--- src/rtl/qar_mem_arbiter.sv ---
// Round-robin arbiter sharing one memory port between the core (port 0) and debug/DMA (port 1).
// One transaction at a time: IDLE -> ISSUE -> (WAIT for reads) -> RESP.
module qar_mem_arbiter #(
    parameter int ADDR_W  = 32,
    parameter int DATA_W  = 32,
    parameter int MEM_LAT = 1
) (
    input  logic              clk,
    input  logic              rst,
    input  logic              m0_req,
    input  logic [ADDR_W-1:0] m0_addr,
    input  logic [DATA_W-1:0] m0_wdata,
    input  logic              m0_we,
    output logic              m0_gnt,
    output logic              m0_rvalid,
    output logic [DATA_W-1:0] m0_rdata,
    input  logic              m1_req,
    input  logic [ADDR_W-1:0] m1_addr,
    input  logic [DATA_W-1:0] m1_wdata,
    input  logic              m1_we,
    output logic              m1_gnt,
    output logic              m1_rvalid,
    output logic [DATA_W-1:0] m1_rdata,
    output logic              mem_en,
    output logic              mem_we,
    output logic [ADDR_W-1:0] mem_addr,
    output logic [DATA_W-1:0] mem_wdata,
    input  logic [DATA_W-1:0] mem_rdata
);

    typedef enum logic [1:0] {
        IDLE  = 2'd0,
        ISSUE = 2'd1,
        WAIT  = 2'd2,
        RESP  = 2'd3
    } state_t;

    localparam logic [3:0] LAT_M1 = 4'(MEM_LAT - 1);

    state_t            state_r, state_s;
    logic [3:0]        cnt_r, cnt_s;
    logic              last_gnt_r, last_gnt_s;
    logic              win_r, win_s;
    logic              we_r, we_s;
    logic              sel_s;
    logic              load_s;
    logic [DATA_W-1:0] rdata_s;
    logic [ADDR_W-1:0] mem_addr_s;
    logic [DATA_W-1:0] mem_wdata_s;

    // On a tie the port that did not win last time gets the port.
    function automatic logic pick_winner(input logic r0, input logic r1, input logic last);
        logic w;
        if (r0 && r1) begin
            w = ~last;
        end else if (r1) begin
            w = 1'b1;
        end else begin
            w = 1'b0;
        end
        return w;
    endfunction

    // Next-state, transaction latch and response-data selection
    always_comb begin
        state_s     = state_r;
        cnt_s       = cnt_r;
        last_gnt_s  = last_gnt_r;
        win_s       = win_r;
        we_s        = we_r;
        load_s      = 1'b0;
        rdata_s     = {DATA_W{1'b0}};
        mem_addr_s  = mem_addr;
        mem_wdata_s = mem_wdata;
        sel_s       = pick_winner(m0_req, m1_req, last_gnt_r);
        case (state_r)
            IDLE: begin
                if (m0_req || m1_req) begin
                    win_s       = sel_s;
                    last_gnt_s  = sel_s;
                    we_s        = sel_s ? m1_we    : m0_we;
                    mem_addr_s  = sel_s ? m1_addr  : m0_addr;
                    mem_wdata_s = sel_s ? m1_wdata : m0_wdata;
                    state_s     = ISSUE;
                end else begin
                    state_s = IDLE;
                end
            end
            ISSUE: begin
                if (we_r) begin
                    // Write acknowledge returns zero data
                    load_s  = 1'b1;
                    state_s = RESP;
                end else begin
                    cnt_s   = LAT_M1;
                    state_s = WAIT;
                end
            end
            WAIT: begin
                if (cnt_r == 4'd0) begin
                    load_s  = 1'b1;
                    rdata_s = mem_rdata;
                    state_s = RESP;
                end else begin
                    cnt_s = cnt_r - 4'd1;
                end
            end
            RESP: begin
                state_s = IDLE;
            end
            default: begin
                state_s = IDLE;
            end
        endcase
    end

    // State, transaction registers and all outputs, decoded from the next state
    always_ff @(posedge clk) begin
        if (rst) begin
            state_r    <= IDLE;
            cnt_r      <= 4'd0;
            last_gnt_r <= 1'b1;
            win_r      <= 1'b0;
            we_r       <= 1'b0;
            mem_en     <= 1'b0;
            mem_we     <= 1'b0;
            mem_addr   <= {ADDR_W{1'b0}};
            mem_wdata  <= {DATA_W{1'b0}};
            m0_gnt     <= 1'b0;
            m1_gnt     <= 1'b0;
            m0_rvalid  <= 1'b0;
            m1_rvalid  <= 1'b0;
            m0_rdata   <= {DATA_W{1'b0}};
            m1_rdata   <= {DATA_W{1'b0}};
        end else begin
            state_r    <= state_s;
            cnt_r      <= cnt_s;
            last_gnt_r <= last_gnt_s;
            win_r      <= win_s;
            we_r       <= we_s;
            mem_addr   <= mem_addr_s;
            mem_wdata  <= mem_wdata_s;
            mem_en     <= (state_s == ISSUE);
            mem_we     <= (state_s == ISSUE) && we_s;
            m0_gnt     <= (state_s == ISSUE) && !win_s;
            m1_gnt     <= (state_s == ISSUE) && win_s;
            m0_rvalid  <= (state_s == RESP) && !win_s;
            m1_rvalid  <= (state_s == RESP) && win_s;
            if (load_s && !win_r) begin
                m0_rdata <= rdata_s;
            end
            if (load_s && win_r) begin
                m1_rdata <= rdata_s;
            end
        end
    end

endmodule
--- config.mk ---
export PLATFORM = sky130hd
export DESIGN_NAME = qar_mem_arbiter
export DESIGN_NICKNAME = d
export VERILOG_FILES = /design/src/rtl/qar_mem_arbiter.sv
export SDC_FILE = /design/constraint.sdc
export NUM_CORES = 1
export LEC_CHECK = 0
export CAP_MARGIN = 20
export CORE_MARGIN = 4
export CORE_UTILIZATION = 40
export DETAILED_ROUTE_END_ITERATION = 16
export PLACE_DENSITY = 0.84
export SYNTH_ARGS = -nofsm -noshare
export SYNTH_HDL_FRONTEND = slang
export SYNTH_SLANG_ARGS = --single-unit
--- constraint.sdc ---
create_clock -name clk -period 2.1 [get_ports clk]
set_input_delay 0.21 -clock clk [delete_from_list [all_inputs] [get_ports clk]]
set_output_delay 0.21 -clock clk [all_outputs]
set_load 0.01 [all_outputs]
# Yosys cells after proc, flatten, opt, wreduce, memory -nomap -nowiden

Index checks and enable logic that the tools add are counted.

Flip-flop bits (word level): 143
Logic and storage cells: 61
Output and inout port bits: 134
Input port bits: 166

Reductions and logical operators: 16
Add/sub/neg operators: 1
Bitwise logic cells: 1
Eq/ne operators: 7
Multiplexer cells: 21

Operators by type and width:

| kind                | number |
|---|---|
| $mux 32             | 4 |
| $mux 1              | 11 |
| $logic_and 1x1->1   | 8 |
| $mux 4              | 2 |
| $pmux 2 s4          | 1 |
| $pmux 4 s2          | 1 |
| $eq 2x2->1 const B  | 3 |
| $eq 2x1->1 const B  | 2 |
| $logic_not 4->1     | 1 |
| $ne 2x2->1 const B  | 2 |
| $sub 4x1->4 const B | 1 |
| $reduce_and 3->1    | 1 |
| $logic_not 1->1     | 2 |
| $logic_not 2->1     | 1 |
| $mux 2              | 1 |
| $pmux 1 s2          | 1 |
| $reduce_and 2->1    | 1 |
| $reduce_bool 2->1   | 1 |
| $logic_or 1x1->1    | 1 |
| $not 1->1           | 1 |

# Depth between registers and ports, before layout

Gate-level depths: netlist of run 1.

Depth in word-level cells: 6
Gate-level depth with buffers: 8
Gate-level depth less buffers: 5

# Worst setup path before layout of run 1

No wires, ideal clock.

Kind: register to register
Start: reg state_r[0]
End: reg m0_rdata[10]
Library setup time: 92 ps
Path slack: 546 ps
Arrival time: 1462 ps
Path buffers: 3
Required time: 2008 ps
Cell stages (with the launch flop): 9
Cells stage by stage: dfxtp_1 > inv_1 > ha_1 > buf_2 > nand2b_1 > or2_1 > buf_2 > buf_6 > o32ai_1

Cells in the longest elaborated chain, start to end: 3
Elaborated cells between the ends (all ways): 5

RTL lines:

| element                                  | line | text |
|---|---|---|
| start, declared                          | 40   | `state_t state_r, state_s;` |
| start signal, assigned                   | 136  | `state_r <= state_s;` |
| $eq 2x2->1 or $eq 2x1->1 (tied branches) | 76   | `case (state_r)` |
| $pmux 1 s2                               | 76   |  |
| $logic_and 1x1->1                        | 149  | `if (load_s && !win_r) begin` |
| end signal, assigned                     | 133  | `m0_rdata <= {DATA_W{1'b0}};` |
| end signal, assigned                     | 150  | `m0_rdata <= rdata_s;` |
| end, declared                            | 16   | `output logic [DATA_W-1:0] m0_rdata,` |

Several ways; a longest one is shown, not always the timed one.
A chain may end at the register's enable or synchronous reset.

# Worst setup path in the final report of run 1

Start: reg state_r[0]
End: reg m0_rdata[21]

The elaborated chain is that of the path after synthesis.

==> results.md, run 1 <==
Finish:
- In the final layout, the share of cells above drive strength 1 is about 6.3%.
- Relative to the synthesized area, the layout overhead comes to 62.8%.
- The final design instance area without fill is a little under 10000 um2.
- The core utilization of the finished layout is 66.6%.
- The diode insertion count for antenna repair is 0.
- After the last flow step, the layout net total stands at approximately 1100.

STA:
- The clock arrives with 0.00971 ns of skew.
- Setup total negative slack on the finished layout was measured at 0 ns.
- The minimum clock period after layout is 1.85 ns.
- In this run the tightest slew margin relative to its limit is 46.8%.
- The count of final max-slew check failures is 0.
- The hold violation count in the final report is 0.
- Of the available clock period, the critical path in the final layout requires 87.9%.
- The pin slew with the least headroom to its limit is roughly 0.8 ns.
- Setup violations remaining at the end of the flow were counted as 0.
- The maximum clock frequency is 541 MHz.
- Setup repair after global routing left no endpoint under its margin.

Synth:
- Sequential cells were found to cover a little under 50% of the synthesized design area.
- The number of unique standard cell types used by synthesis is 36.
- The synthesized area divided by synthesized cell count is ~8.6 um2.
- The post-synthesis instance area is roughly 5900 um2.
- Ranked by instance count, the synthesized netlist is headed by 143 x dfxtp_1, 134 x nand2_1, 70 x inv_1.
- In the synthesized netlist the async set-or-reset flop fraction comes to 0%.
- After synthesis, the cell types taking the most area are dfxtp_1 48%, a311oi_1 9.4%, o32ai_1 9.4%.
- The biggest area contributor in the post-synthesis netlist is dfxtp_1.
- When the netlist entered floorplanning its net count stood at 860.
- The number of instances in the synthesized netlist is 689.
- Synthesis inferred ~140 register bits.
- The Yosys step of the flow raised 0 warnings.
- The primary flip-flop cell chosen by synthesis mapping is dfxtp_1.
- The synthesized design devotes to its leading area cell type 48.1% of total area.
- The number of synthesized flops with an enable pin is 0.
- In the post-synthesis netlist, the cell with the most instances is dfxtp_1.

Drt:
- In the routed design, unresolved DRC markers number 0.
- The number of nets still failing antenna checks after routing is 0.
- Summed over all layers, the routed wires come to about 19 mm.
- Detailed routing inserted a total of 5919 vias.
- The initial detailed-routing violation count is roughly 270.
- Using the TritonRoute via totals, the vias-per-cell ratio works out to roughly 5.1.
- The length of the first detailed-routing pass in iterations is 4.
- The post-detailed-route wirelength per cell is approximately 17 um.

Clocking:
- The maximum count of clock buffers along a single path is 2.
- The hold buffer count at CTS is 0.
- Gates resized during post-CTS repair numbered 0.
- Clock tree synthesis selected as its root buffer the cell clkbuf_16.
- The CTS tree is built.
- In this run the post-CTS setup repair buffer count came out at 0.
- At the later pin of the worst-skew pair, clock insertion delay measures just over 0.4 ns.
- The number of clock sinks is 143.
- After clock tree synthesis, the clock-pin slew on the worst setup and hold paths is 0.06 ns.
- Clock tree synthesis inserted a total of 17 buffers.
- The H-tree depth is 4.

Worst setup path:
- STA classifies the critical path endpoint as a flop.
- The type of the worst setup path is flop to flop.
- Of all nets on the critical path, the largest fanout is 32.
- The critical path data arrival time is 2.14 ns.
- The startpoint type of the worst setup path is a flop.
- STA puts the critical path data required time at ~2.4 ns.

Global route:
- The residual overflow from global routing is 0.
- After global routing, the most crowded layer is met2.
- The total routing resource utilization after global routing is 21.3%.
- Global routing used between 20% and 30% of the available met1 tracks.
- The global-route wire length before repair is 28.3 mm.
- The initial antenna violation count is 0.
- The largest net degree at the start of global routing is between 80 and 90.
- The fraction of met3 tracks used by global routing is 7.86%.
- The via count of the first global-routing pass is around 5600.
- For met2 alone, demand over resource in global routing was a little under two fifths.

Pwr:
- The peak supply drop is 625 uV.
- The completed layout was analyzed and its total power is around 11000 uW.
- In this run the static leakage power is 0.00348 uW.
- In this run the power density over the cells is about 1200 nW/um2.

Place:
- During placement, the flow inserted port buffers numbering 299.
- The congestion estimate from routability-driven global placement came to 0.853.
- In this run the cell area measured after placement is 9080 um2.
- Detailed placement ended at an HPWL of around 14 mm.

Die:
- The floorplan step set the die width to 130 um.
- The effective utilization at floorplan is about 41%.
- The area of the placeable core is 14500 um2.
- Measured along the y axis, the die boundary spans 130 um.
- The number of rows created at floorplan is between 40 and 50.
- The area of the die is ~17000 um2.
- 300 I/O pins were placed.

Job:
- The tool flagged a number of max-cap violations equal to 0.

Min path:
- The path type of the worst min-delay path is input pin to flop.

Run status:
- The flow ran to the end, and the final reports show no timing, DRC or antenna violations.
worst max-delay path: stages, from the launching register on:
cell and delay [ns]:
dfxtp_1 0.36, inv_1 0.09, ha_1 0.48, nand2b_1 0.12, or2_1 0.22, buf_4 0.25
o32ai_1 0.21
area by class of cell:
cell class              count  area [um2]
fillers                  1138        4860
clock inverters            15         169
inverters                  70         263
multi-input cells         412        2500
well taps                 184         230
repair buffers            317        3230
flip-flops and latches    143        2860
clock buffers              17         425
placed cells by master, fill, tap and decap left out, drive strengths merged, types with 2 or more instances in the layout:
cell,count
nand4b,3
clkdlybuf4s50,298
o21ai,3
ha,5
a21oi,8
buf,19
nor2b,3
nand2b,34
nand4,2
bufinv,3
dfxtp,143
a311oi,64
a21boi,2
clkinv,8
clkbuf,17
nor3b,3
nand2,134
a21bo,2
clkinvlp,3
nor2,68
inv,71
o32ai,64
nor3,4
or2,2
registers in the layout, summed over array words and instances (netlist names):
name / count
m1_gnt: 1
mem_wdata: 32
m0_gnt: 1
win_r: 1
m0_rvalid: 1
state_r: 2
last_gnt_r: 1
mem_addr: 32
m0_rdata: 32
mem_we: 1
mem_en: 1
cnt_r: 4
m1_rdata: 32
m1_rvalid: 1
we_r: 1
kinds of logic (layout without fill, tap and decap cells):
family,after synthesis,after routing,synth area share (%)
simple gates,258,258,19.3
flops,143,143,48.1
fa+ha+maj,5,5,1.05
compound gates,149,149,21.3
buf+inv,134,419,10.2
where the power goes:
group / total, uW / internal (uW) / leakage (uW) / switching (uW)
combinational: 4530 / 2280 / 0.00202 / 2250
clock: 3020 / 1860 / 0.000289 / 1160
sequential: 3770 / 3400 / 0.00117 / 372
final timing paths:
kind | from | to | slack (ns) | cells past startpoint
hold / removal | m1_wdata[17] | mem_wdata[17] | 0.37 | 3
hold reg to reg | m1_rdata[29] | m1_rdata[29] | 0.47 | 2
setup reg to reg | state_r[0] | m0_rdata[21] | 0.25 | 6
setup / recovery | state_r[0] | m0_rdata[21] | 0.25 | 6
metrics by stage:
stage	std cells	hold WS [ns]	worst slack, ns
6_report	1158	0.369	0.253
3_5_place_dp	1126	0.465	0.125
5_1_grt	1158	0.359	0.126
4_1_cts	1158	0.349	0.263
2_1_floorplan	689	0.369	0.546
3_3_place_gp	1126	0.460	0.219
layer usage:
metal / wire length (um) / part of all wire, %
met1: 7310 / 38
met3: 1900 / 9.9
met4: 367 / 1.9
met5: 0 / 0
met2: 9570 / 50
Note: power is estimated with default switching activity, not from simulation.
==> run 2: changes to the inputs <==
--- a/config.mk
+++ b/config.mk
@@ -7,9 +7,11 @@
 export LEC_CHECK = 0
 export CAP_MARGIN = 20
 export CORE_MARGIN = 4
-export CORE_UTILIZATION = 40
+export CORE_UTILIZATION = 41
+export CTS_BUF_LIST = sky130_fd_sc_hd__clkbuf_4
 export DETAILED_ROUTE_END_ITERATION = 16
-export PLACE_DENSITY = 0.84
+export PLACE_DENSITY = 0.86
 export SYNTH_ARGS = -nofsm -noshare
 export SYNTH_HDL_FRONTEND = slang
 export SYNTH_SLANG_ARGS = --single-unit
+export TNS_END_PERCENT = 20
==> run 2 against run 1 <==
  * Cell area decreased by 3.0%
  * First-iteration DRC count rose by 20%
  * Combinational power is essentially flat
  * Sequential share of layout area increased by 0.93 points
  * Clock power down 40%
  * Non-clock buffer count unchanged
  * Clock skew up 0.0064 ns
  * Register-to-register slack got worse by 0.05 ns
  * Worst hold slack worse by 0.13 ns
  * Core utilization up 0.24 points
  * Highest routed layer unchanged
==> results.md, run 2 (synthesis results as in run 1) <==
Run status:
- The flow ran to the end, and the final reports show no timing, DRC or antenna violations.

Finish:
- The number of fill cells in the layout is 1146 (+0.70%).
- The multi-input gate area in the final layout is 2500 um2 (unchanged).
- The diode insertion count for antenna repair is 0 (unchanged).
- The count of nets after finishing was 1132 (unchanged).
- The synthesis-to-layout area growth is 57.8%.
- The share of final-layout standard cells stronger than drive strength 1 is 5.85% (-0.41 points).
- The area taken by flip-flops and latches was 2860 um2 (unchanged).
- Leaving out fill and tap cells, the most frequent cell in the layout is clkdlybuf4s50_1.
- The non-filler instance count after layout is 1154 (-0.35%).
- The final design instance area without fill came to 9380 um2 (-3.0%).
- Leaving out fill and tap cells, the most frequent cells in the layout are 298 x clkdlybuf4s50_1, 143 x dfxtp_1, 134 x nand2_1.

Drt:
- The DRC violations left is 0 (unchanged).
- The initial detailed-routing violation count is 326 (+20%).
- The overall routed net length is 18.7 mm (-2.4%).
- The number of vias after detailed routing came to 5960 (+0.69%).
- The vias per cell is 5.16 (+1.0%).
- The length of the first detailed-routing pass in iterations is 4 (unchanged).
- The number of nets still failing antenna checks after routing is 0 (unchanged).
- The post-detailed-route wirelength per cell is 16.2 um (-2.1%).

Clocking:
- The buffer count from post-CTS setup fixing is 0 (unchanged).
- The number of buffers inserted during clock tree synthesis is 17 (unchanged).
- TritonCTS built the clock tree.
- The clock latency on the worst-skew pair is 0.52 ns (+0.11 ns).
- The root buffer cell is clkbuf_4.
- The H-tree depth is 4 (unchanged).
- The clock transition at the registers of the reported paths is 0.13 ns (+0.07 ns).
- The maximum count of clock buffers along a single path was 2 (unchanged).
- The number of cells upsized or downsized after cts is 0 (unchanged).
- The number of clock sinks is 143 (unchanged).
- The hold buffer count at CTS was 0 (unchanged).

Worst setup path:
- The delay of the slowest cell on the worst path is 0.35 ns (-0.13 ns).
- The type of the worst setup path is flop to flop.
- The critical path data arrival time was 2.31 ns (+0.17 ns).
- The kind of cell with the highest combined delay on the critical path is compound AO/OA/AOI/OAI gates.
- The worst setup path is captured at a flop.
- Traced cell by cell, the critical path runs through inv_1 > ha_1 > o21a_4 > buf_4 > nor2_1 > a311oi_1.
- The required time at the worst-slack endpoint is 2.51 ns (+0.12 ns).
- The top fanout value on the critical path is 19 (-41%).
- The worst setup path is launched from a flop.
- For this design, the slowest cell found on the critical path is dfxtp_1.
- The critical path buffer and inverter count was 2 (unchanged).

STA:
- The hold violation count in the final report is 0 (unchanged).
- The pin slew with the least headroom to its limit is 0.594 ns (-0.204 ns).
- The final critical-path share of the clock period is 90.2% (+2.3 points).
- The count of final max-slew check failures came to 0 (unchanged).
- The maximum clock frequency was 528 MHz (-2.5%).
- The worst clock skew came to 0.0161 ns (+0.00643 ns).
- The final setup TNS was 0 ns (unchanged).
- The setup violation total in the final timing report came to 0 (unchanged).
- The minimum clock period after layout was 1.89 ns (+0.0474 ns).
- Setup repair after global routing left no endpoint under its margin.
- The remaining max-slew budget at the tightest pin is 60.4% (+14 points).
- The tightest hold margin is 0.236 ns (-0.133 ns).

Die:
- The die boundary height is 128 um (-1.2%).
- The I/O pin count was 300 (unchanged).
- The area of the die was 16500 um2 (-2.3%).
- The area of the placeable core was 14000 um2 (-3.4%).
- The x dimension of the die is 128 um (-1.2%).
- The effective utilization at floorplan is 42.3% (+1.4 points).
- The number of rows created at floorplan is 43 (-2.3%).

Global route:
- The largest net degree at the start of global routing is 64 (-28%).
- The via count of the first global-routing pass is 5635 (+0.55%).
- The global-route wire length before repair is 28.3 mm (about the same).
- The initial antenna violation count is 0 (unchanged).
- The residual overflow from global routing is 0 (unchanged).
- The total routing resource utilization after global routing came to 21.6% (+0.31 points).

Place:
- The cell area after placement came to 9090 um2 (about the same).
- The number of placed instances with taps included is 1122 (-0.36%).
- The weighted congestion at the end of routability-driven global placement is 0.816 (-4.4%).
- The count of input and output buffers was 299 (unchanged).
- The estimated wirelength of the detail-placed design is 14.0 mm (-1.1%).

Pwr:
- The leakage power of the design came to 0.00335 uW (-3.7%).
- The peak supply drop is 611 uV (-2.3%).
- The power density over the cells was 1070 nW/um2 (-8.2%).

Min path:
- The path type of the worst min-delay path is input pin to flop.

Job:
- The max-cap check violation count is 0 (unchanged).
[run 2: worst min-delay path: cells and delay by family]
family / cells / cell delay, ns
AOI/OAI and AO/OA: 1 / 0.07
buffers and inverters: 1 / 0.39
and+or+nand+nor: 1 / 0.05
[run 2: per-layer routing]
metal / part of all wire (%) / track usage (%) / vias to the layer above
met2: 48 / 37.2 / 269
met5: 0 / 0 / -
li1: - / - / 2957
met3: 11 / 7.64 / 39
met4: 3.2 / 9.61 / 0
met1: 38 / 23.9 / 2695
[run 2: worst paths after layout]
kind	from	to	slack, ns	cells past startpoint
hold / removal	m1_wdata[18]	mem_wdata[18]	0.24	3
setup / recovery	state_r[0]	mem_wdata[21]	0.21	6
hold reg to reg	m1_rdata[25]	m1_rdata[25]	0.48	2
setup reg to reg	state_r[0]	mem_wdata[21]	0.21	6
[run 2: through the flow]
stage | util [%] | setup slack [ns] | power (uW)
2_1_floorplan | - | 0.546 | 6130
3_3_place_gp | 64.7 | 0.218 | 8260
3_5_place_dp | 64.7 | 0.139 | 8360
4_1_cts | 66.8 | 0.197 | 10200
5_1_grt | 66.8 | 0.0867 | 10700
6_report | 66.8 | 0.206 | 10100
[run 2: power by group]
group	leakage, uW	internal [uW]	switching, uW	total (uW)
sequential	0.00117	3390	366	3760
combinational	0.00203	2270	2240	4510
clock	0.000154	854	954	1810
total	0.00335	6520	3560	10100
[run 2: cell type report]
class,count,share of cell area [%]
well taps,180,2.40
inverters,70,2.80
clock inverters,12,1.52
clock buffers,20,1.60
flip-flops and latches,143,30.5
multi-input cells,412,26.7
repair buffers,317,34.5
==> run 3: changes to the inputs <==
--- a/config.mk
+++ b/config.mk
@@ -14,4 +14,4 @@
 export SYNTH_ARGS = -nofsm -noshare
 export SYNTH_HDL_FRONTEND = slang
 export SYNTH_SLANG_ARGS = --single-unit
-export TNS_END_PERCENT = 20
+export TNS_END_PERCENT = 10
==> results of run 3 <==
Same layout as run 2: the final DEF is identical, and so are final timing and power.
